===== config.mk =====
export PLATFORM = sky130hd
export DESIGN_NAME = spi_flash_op_sequencer
export DESIGN_NICKNAME = d
export VERILOG_FILES = /design/src/rtl/spi_flash_op_sequencer.sv
export SDC_FILE = /design/constraint.sdc
export NUM_CORES = 1
export LEC_CHECK = 0
export BUFFER_PORTS_ARGS = -buffer_cell sky130_fd_sc_hd__buf_2
export CAP_MARGIN = 20
export CORE_ASPECT_RATIO = 1.5
export CORE_UTILIZATION = 45
export CTS_BUF_LIST = sky130_fd_sc_hd__clkbuf_4 sky130_fd_sc_hd__clkbuf_8
export CTS_CLUSTER_SIZE = 14
export DETAILED_ROUTE_END_ITERATION = 7
export PLACE_DENSITY = 0.77
export SYNTH_ARGS = -nofsm -noshare
export SYNTH_HDL_FRONTEND = slang
export SYNTH_SLANG_ARGS = --single-unit

===== constraint.sdc =====
create_clock -name clk -period 6 [get_ports clk]
set_clock_uncertainty 0.2 [all_clocks]
set_input_delay 0 -clock clk [delete_from_list [all_inputs] [get_ports clk]]
set_output_delay 0 -clock clk [all_outputs]
set_load 0.05 [all_outputs]

===== src/rtl/spi_flash_op_sequencer.sv =====
// Runs a multi-command flash operation (read / page program / sector erase)
// over the single-command spi_flash_wrapper. It issues WREN, the main command
// and RDSR polling, and steers wrapper RX data to the user or to the poller.
// Ports: op_* request handshake; done/err/busy status; cmd_o..prescaler_o with
//        start/clr_status drive the wrapper; status_i is the wrapper EOT;
//        wr_rx_* is the wrapper RX FIFO; usr_rx_* is the user read-data stream.
module spi_flash_op_sequencer #(
  parameter logic [5:0]  PRESCALER  = 6'd2,
  parameter logic [15:0] POLL_LIMIT = 16'hFFFF,
  parameter logic [7:0]  POLL_GAP   = 8'd16
) (
  input  logic        clk,
  input  logic        rstn,
  input  logic        op_valid_i,
  output logic        op_ready_o,
  input  logic [1:0]  op_type_i,
  input  logic [23:0] op_addr_i,
  input  logic [7:0]  op_len_i,
  input  logic        op_quad_i,
  output logic        done_o,
  output logic        err_o,
  output logic        busy_o,
  output logic [7:0]  cmd_o,
  output logic [1:0]  data_mode_o,
  output logic        rd_wr_o,
  output logic [4:0]  dummy_o,
  output logic [7:0]  data_count_o,
  output logic        has_addr_o,
  output logic [23:0] addr_o,
  output logic [5:0]  prescaler_o,
  output logic        start_o,
  output logic        clr_status_o,
  input  logic        status_i,
  input  logic [31:0] wr_rx_data_i,
  input  logic        wr_rx_valid_i,
  output logic        wr_rx_ready_o,
  output logic [31:0] usr_rx_data_o,
  output logic        usr_rx_valid_o,
  input  logic        usr_rx_ready_i
);

  localparam logic [1:0] OP_READ = 2'b00;
  localparam logic [1:0] OP_PROG = 2'b01;
  localparam logic [1:0] OP_ERASE = 2'b10;

  typedef enum logic [3:0] {
    S_IDLE, S_ISSUE_WREN, S_WAIT_WREN, S_ISSUE_MAIN, S_WAIT_MAIN,
    S_ISSUE_POLL, S_WAIT_POLL, S_POLL_RX, S_POLL_GAP, S_DONE
  } state_t;

  state_t      state, state_d;
  logic        live;          // low until the first clock after reset release
  logic [1:0]  type_q;
  logic [23:0] addr_q;
  logic [7:0]  len_q;
  logic        quad_q;
  logic        err_q;
  logic [15:0] poll_cnt;
  logic [7:0]  gap_cnt;
  logic        accept;
  logic        wip;
  logic        gap_last;

  // Main-command fields; in IDLE they come straight from the request so the
  // ISSUE_MAIN cycle right after accept already carries the right command.
  logic [1:0]  m_type;
  logic [23:0] m_addr;
  logic [7:0]  m_len;
  logic        m_quad;
  logic [7:0]  m_cmd;
  logic [1:0]  m_mode;
  logic        m_rd;
  logic [4:0]  m_dummy;
  logic [7:0]  m_count;

  assign accept   = op_ready_o & op_valid_i;
  assign wip      = wr_rx_data_i[0];
  assign gap_last = ({1'b0, gap_cnt} + 9'd1) >= {1'b0, POLL_GAP};

  // State register
  always_ff @(posedge clk or negedge rstn) begin
    if (!rstn) state <= S_IDLE;
    else       state <= state_d;
  end

  // Next-state logic
  always_comb begin
    state_d = state;
    case (state)
      S_IDLE: begin
        if (accept) begin
          case (op_type_i)
            OP_READ:           state_d = S_ISSUE_MAIN;
            OP_PROG, OP_ERASE: state_d = S_ISSUE_WREN;
            default:           state_d = S_DONE;
          endcase
        end
      end
      S_ISSUE_WREN: state_d = S_WAIT_WREN;
      S_WAIT_WREN:  if (status_i) state_d = S_ISSUE_MAIN;
      S_ISSUE_MAIN: state_d = S_WAIT_MAIN;
      S_WAIT_MAIN:  if (status_i) state_d = (type_q == OP_READ) ? S_DONE : S_ISSUE_POLL;
      S_ISSUE_POLL: state_d = S_WAIT_POLL;
      S_WAIT_POLL:  if (status_i) state_d = S_POLL_RX;
      S_POLL_RX: begin
        if (wr_rx_valid_i) begin
          if (!wip || poll_cnt == POLL_LIMIT) state_d = S_DONE;
          else                                state_d = S_POLL_GAP;
        end
      end
      S_POLL_GAP:   if (gap_last) state_d = S_ISSUE_POLL;
      S_DONE:       state_d = S_IDLE;
      default:      state_d = S_IDLE;
    endcase
  end

  // Outputs decoded from state
  always_comb begin
    op_ready_o     = live && (state == S_IDLE);
    busy_o         = (state != S_IDLE);
    start_o        = (state == S_ISSUE_WREN) || (state == S_ISSUE_MAIN) || (state == S_ISSUE_POLL);
    clr_status_o   = start_o;
    done_o         = (state == S_DONE);
    err_o          = (state == S_DONE) && err_q;
    usr_rx_data_o  = wr_rx_data_i;
    usr_rx_valid_o = live && (state != S_POLL_RX) && wr_rx_valid_i;
    wr_rx_ready_o  = live && ((state == S_POLL_RX) || usr_rx_ready_i);
  end

  // Operation context, poll and gap counters
  always_ff @(posedge clk or negedge rstn) begin
    if (!rstn) begin
      live     <= 1'b0;
      type_q   <= '0;
      addr_q   <= '0;
      len_q    <= '0;
      quad_q   <= 1'b0;
      err_q    <= 1'b0;
      poll_cnt <= '0;
      gap_cnt  <= '0;
    end else begin
      live <= 1'b1;
      if (accept) begin
        type_q   <= op_type_i;
        addr_q   <= op_addr_i;
        len_q    <= op_len_i;
        quad_q   <= op_quad_i;
        err_q    <= (op_type_i == 2'b11);
        poll_cnt <= '0;
      end else if (state == S_POLL_RX && wr_rx_valid_i && wip) begin
        // Compare before increment so the counter never wraps.
        if (poll_cnt == POLL_LIMIT) err_q    <= 1'b1;
        else                        poll_cnt <= poll_cnt + 16'd1;
      end
      gap_cnt <= (state == S_POLL_GAP) ? gap_cnt + 8'd1 : 8'd0;
    end
  end

  always_comb begin
    m_type  = (state == S_IDLE) ? op_type_i : type_q;
    m_addr  = (state == S_IDLE) ? op_addr_i : addr_q;
    m_len   = (state == S_IDLE) ? op_len_i  : len_q;
    m_quad  = (state == S_IDLE) ? op_quad_i : quad_q;
    m_cmd   = 8'h20;
    m_mode  = 2'b00;
    m_rd    = 1'b0;
    m_dummy = 5'd0;
    m_count = 8'd0;
    case (m_type)
      OP_READ: begin
        m_cmd   = m_quad ? 8'h6B : 8'h03;
        m_mode  = m_quad ? 2'b11 : 2'b01;
        m_rd    = 1'b1;
        m_dummy = m_quad ? 5'd8 : 5'd0;
        m_count = m_len;
      end
      OP_PROG: begin
        m_cmd   = m_quad ? 8'h32 : 8'h02;
        m_mode  = m_quad ? 2'b11 : 2'b01;
        m_count = m_len;
      end
      default: ;
    endcase
  end

  // Command fields load only on entry to an ISSUE state and then hold
  // through the wrapper transfer.
  always_ff @(posedge clk or negedge rstn) begin
    if (!rstn) begin
      cmd_o        <= '0;
      data_mode_o  <= '0;
      rd_wr_o      <= 1'b0;
      dummy_o      <= '0;
      data_count_o <= '0;
      has_addr_o   <= 1'b0;
      addr_o       <= '0;
      prescaler_o  <= '0;
    end else if (state_d != state) begin
      case (state_d)
        S_ISSUE_WREN: begin
          cmd_o <= 8'h06; data_mode_o <= 2'b00; rd_wr_o <= 1'b0; dummy_o <= 5'd0;
          data_count_o <= 8'd0; has_addr_o <= 1'b0; addr_o <= 24'd0; prescaler_o <= PRESCALER;
        end
        S_ISSUE_MAIN: begin
          cmd_o <= m_cmd; data_mode_o <= m_mode; rd_wr_o <= m_rd; dummy_o <= m_dummy;
          data_count_o <= m_count; has_addr_o <= 1'b1; addr_o <= m_addr; prescaler_o <= PRESCALER;
        end
        S_ISSUE_POLL: begin
          cmd_o <= 8'h05; data_mode_o <= 2'b01; rd_wr_o <= 1'b1; dummy_o <= 5'd0;
          data_count_o <= 8'd0; has_addr_o <= 1'b0; addr_o <= 24'd0; prescaler_o <= PRESCALER;
        end
        default: ;
      endcase
    end
  end

endmodule


### Word-level counts from Yosys, hierarchy flattened

Cells that the tools add are included.

| operators by class | value |
|---|---|
| add/sub/neg operators | 3 |
| order comparisons | 1 |
| eq/ne operators | 20 |
| muxes and demuxes | 37 |
| bitwise logic cells | 1 |
| reduce and logical (&&, ||, !) cells | 30 |

Operators with widths:

| kind | count |
|---|---|
| $mux W16 | 3 |
| $pmux W24 S2 | 1 |
| $mux W4 | 9 |
| $pmux W4 S9 | 1 |
| $pmux W8 S2 | 2 |
| $mux W24 | 1 |
| $mux W8 | 3 |
| $pmux W8 S3 | 1 |
| $eq A4 B3 Y1 const B | 5 |
| $add A16 B1 Y16 const B | 1 |
| $eq A16 B16 Y1 const B | 1 |
| $eq A4 B2 Y1 const B | 3 |
| $pmux W5 S2 | 1 |
| $reduce_and A2 Y1 | 5 |
| $add A8 B1 Y9 const B | 1 |
| $ge A9 B5 Y1 const B | 1 |
| $add A8 B1 Y8 const B | 1 |
| $eq A4 B1 Y1 const B | 2 |
| $eq A4 B4 Y1 const B | 2 |
| $pmux W4 S2 | 1 |
| $logic_and A1 B1 Y1 | 7 |
| $mux W7 | 1 |
| $logic_not A2 Y1 | 3 |
| $mux W1 | 6 |
| other kinds (19) | 30 |

| storage, ports and cells | value |
|---|---|
| register bits after elaboration | 115 |
| output and inout bits | 95 |

### Logic depth before layout (Yosys ltp)

| logic depth | value |
|---|---|
| word-level depth | 9 |
| gate-level depth with buffers | 12 |

### Worst setup path after synthesis

Ideal clock, no wire load.

| path | value |
|---|---|
| kind | register to register |
| start | register state[1] |
| end | register data_mode_o[0] |
| arrival | 2491 ps |
| required time | 5674 ps |
| setup slack | 3183 ps |
| stages on the path, launching flop included | 11 |
| buffers on the path | 3 |
| period minus slack after synthesis | 2817 ps |
| cell sequence | dfrtp_1 > buf_6 > nor4_4 > buf_6 > inv_4 > or3_1 > o32a_2 > nor4_4 > nor2_1 > buf_2 > a221o_1 |

| between the ends | value |
|---|---|
| longest elaborated chain between the ends | 8 |

RTL lines:

| what | RTL line | source |
|---|---|---|
| start: declaration | 51 | `state_t state, state_d;` |
| start signal: assignment | 83 | `else state <= state_d;` |
| $logic_not A4 Y1 | 89, 119, 160 |  |
| $logic_and A1 B1 Y1 | 119 | `op_ready_o = live && (state == S_IDLE);` |
| $and A1 B1 Y1 | 76 | `assign accept = op_ready_o & op_valid_i;` |
| $mux W4 | 91 | `if (accept) begin` |
| $pmux W4 S9 | 89 | `case (state)` |
| $eq A4 B3 Y1, or another cell as far along | 199 | `case (state_d)` |
| $reduce_bool A3 Y1 (no line) | - |  |
| $reduce_and A2 Y1 (no line) | - |  |
| end signal: assignment | 205 | `cmd_o <= m_cmd; data_mode_o <= m_mode; rd_wr_o <= m_rd; dummy_o <= m_dummy;` |
| end: declaration | 24 | `output logic [1:0] data_mode_o,` |

Parallel ways exist; a longest one is shown, timed or not.
A chain may end at the register's enable or synchronous reset.

### Final worst setup path

Same ends and word-level chain as after synthesis.

==> key figures <==
Power
  • Pwr Total: 3.09 mW
  • Maximum vdd ir drop: 0.309 mV
  • Pwr dens: around 470 nW/µm²
  • Lkg Pwr: 3.23 nW

Routing
  • Post-Route WL: 12,200 µm
  • Routed len/inst: ~15 µm
  • Via count: 4,250
  • Routed Antenna Nets: 0
  • Iteration-0 DRC Markers: 185
  • Drt drc: 0
  • DR vias/cell: between 5 and 6
  • DRT Pass-1 Iters: 4

Yosys
  • Syn Inst Count: 527
  • Mean Syn Cell Area: 10.0 µm²
  • Sequential fraction of the synthesis area: approximately half
  • Number of enable flip-flop cells after synthesis: 0
  • Synth cell types: between 50 and 60
  • Post-Syn Area: ~5300 µm²
  • Yosys warning count: 0
  • Synth Flop Type: dfrtp_1
  • Async SR Flop Fraction: 100%
  • FF+latch count, synth: 109

Global routing
  • First-pass GRT wire length: 20,300 µm
  • Total GRT Usage: 20.9%
  • Initial antenna violation count: 0
  • Vias in the first global route: 4,287
  • Largest net degree at the start of global routing: 86
  • Grt total ovfl: 0

Timing
  • Hold slack final: 3.55 ps
  • Setup_tns: 0 ps
  • Worst Tran Pin Value: roughly 1000 ps
  • Final hold vios: 0
  • Headroom to the max-slew limit: 34.1%
  • Crit path time final: about 4200 ps
  • Final period utilization: between 60% and 70%
  • Final worst slack: 1820 ps
  • Max Freq: 240 MHz
  • RSZ-0062 raised after global routing: false
  • Count of final setup violators: 0
  • Final Max Tran Viols: 0

Die
  • CORE AREA: 11,500 µm²
  • IO Count: 168
  • Initial Util: 46.0%
  • Die ar.: 12,200 µm²
  • Rows: 48
  • DIE WIDTH: about 90 µm
  • Chip height: 135 µm

Hold path
  • Hold Path Stages: 4
  • Worst hold path class: primary input to register
  • Hold path start: op_valid_i
  • Worst Hold Path EP: addr_q[15]

Clock tree
  • Num CTS Buffers: 9
  • Num Clock Sinks: ~110
  • H-tree lvl count: 3
  • Root Driver: clkbuf_8
  • # hold bufs at CTS: 82
  • Clk slew on worst S/H paths: around 100 ps
  • Clock Tree Buf Depth: 2
  • Skew-Pair Late Insertion Delay: 370 ps
  • Gates resized, CTS repair: 0
  • CTS tree: done
  • Post-CTS setup buffer count: 0

Placed design
  • Post-DP HPWL: 7980 µm
  • Pre-CTS WS: 1860 ps
  • Placer Congestion: about 0.81
  • Port bufs: 95
  • Placed inst area: 5560 µm²

Setup path
  • CP startpoint: state[1]
  • Setup crit end kind: register
  • R2R depth: 9
  • CP cell instances: nor4_4 > buf_4 > and3_2 > buf_4 > or3_1 > nor2_1 > nor4_4 > nor2_4 > a221o_1
  • Reg2Reg Setup Slack: 1820 ps
  • Critical Path RT: 6060 ps
  • Kind of critical path: register to register
  • Crit Reg-Reg Endpoint: data_mode_o[0]
  • Slowest CP cell: buf_4
  • CP arrival: 4230 ps
  • Startpoint Class: register
  • CP max FO: 44
  • R2r startpoint: state[1]
  • CP peak stage delay: 580 ps

Outcome
  • Status: completed

Cells and area
  • Final nets: 734
  • Synth-to-layout area growth: 25.6%
  • Commonest non-fill, non-tap cell in the layout: nand2_1
  • Share of post-route cells with drive strength above 1: 19.9%
  • Antenna diodes: 0
  • Commonest non-fill, non-tap cells in the layout: nand2_1, dfrtp_1, buf_2
  • Fin area: 6630 µm²

Flow run
  • Max-Cap Viols: 0
[routing by layer]
layer  track usage, %  part of all wire [%]  vias up
li1                 -                     -     1983
met1             25.0                    41     2083
met2             37.7                    54      162
met3             3.21                   4.0       22
met4             7.97                   1.8        0
met5                0                     0        -
[synth_stat cells (3+ instances only)]
| library cell | number | area [µm²] |
|---|---|---|
| nand2_1 | 123 | 462 |
| dfrtp_1 | 109 | 2730 |
| buf_4 | 45 | 338 |
| nor2_1 | 40 | 150 |
| mux2i_1 | 36 | 360 |
| o2bb2ai_1 | 32 | 280 |
| clkbuf_1 | 16 | 60.1 |
| xnor2_1 | 13 | 114 |
| inv_1 | 9 | 33.8 |
| nor3_1 | 9 | 45.0 |
| a21oi_1 | 8 | 40.0 |
| nand3_1 | 7 | 35.0 |
| or3_1 | 6 | 37.5 |
| and3_1 | 5 | 31.3 |
| o21ai_0 | 5 | 25.0 |
| xor2_1 | 5 | 43.8 |
| a22o_1 | 4 | 35.0 |
| buf_2 | 4 | 20.0 |
| and2_1 | 3 | 18.8 |
| buf_1 | 3 | 11.3 |
| ha_1 | 3 | 37.5 |
| nand4_1 | 3 | 18.8 |
| o21a_1 | 3 | 22.5 |
[where the power goes]
group          switching (mW)  internal, mW  leakage, nW
registers               0.163         0.964         1.43
clock network           0.244         0.216        0.102
logic                    1.04         0.466         1.69
[worst max-delay path, delay by kind of cell, from the launching register on]
kind	cells	cell delay [ps]
flip-flops	1	510
AO/OA/AOI/OAI	1	370
buffers and inverters	2	1040
AND/OR/NAND/NOR	6	1930
[sequential cells by signal, summed over array words and instances, names as in the netlist, 4 cells and up]
| register | count |
|---|---|
| cmd_o | 6 |
| len_q | 8 |
| gap_cnt | 8 |
| data_count_o | 8 |
| addr_q | 24 |
| poll_cnt | 16 |
| state | 4 |
| addr_o | 24 |
[logic make-up after synthesis]
kind of cell / count (synthesis) / synth area share (%)
AOI/OAI and AO/OA: 72 / 11.1
xor gates and xnor gates: 18 / 2.99
adders and majority gates: 3 / 0.711
buffers and inverters: 81 / 9.41
DFF: 109 / 51.7
muxes: 36 / 6.83
other: 2 / 0.142
and+or+nand+nor: 206 / 17.2
[metrics by stage]
stage / cells / utilization (%)
2_1_floorplan: 536 / -
3_3_place_gp: 714 / 48.5
3_5_place_dp: 714 / 48.5
4_1_cts: 812 / 57.6
5_1_grt: 813 / 57.8
6_report: 813 / 57.8
[layout make-up]
class                   count  area (µm²)
well taps                 150         188
clock inverters             5        58.8
inverters                  11        45.0
flip-flops and latches    109        2730
clock buffers              11         151
fillers                   925        4840
multi-input cells         346        2100
repair buffers            181        1360
[worst max-delay path by stage]
stage	endpoint	slack (ps)
finish	data_mode_o[0]	1820
global route	data_mode_o[0]	1560
CTS	data_mode_o[0]	1830
detailed placement	data_mode_o[0]	1860
global placement	data_mode_o[0]	2000
floorplan	data_mode_o[0]	3180
Note: power is estimated with default switching activity, not from simulation.
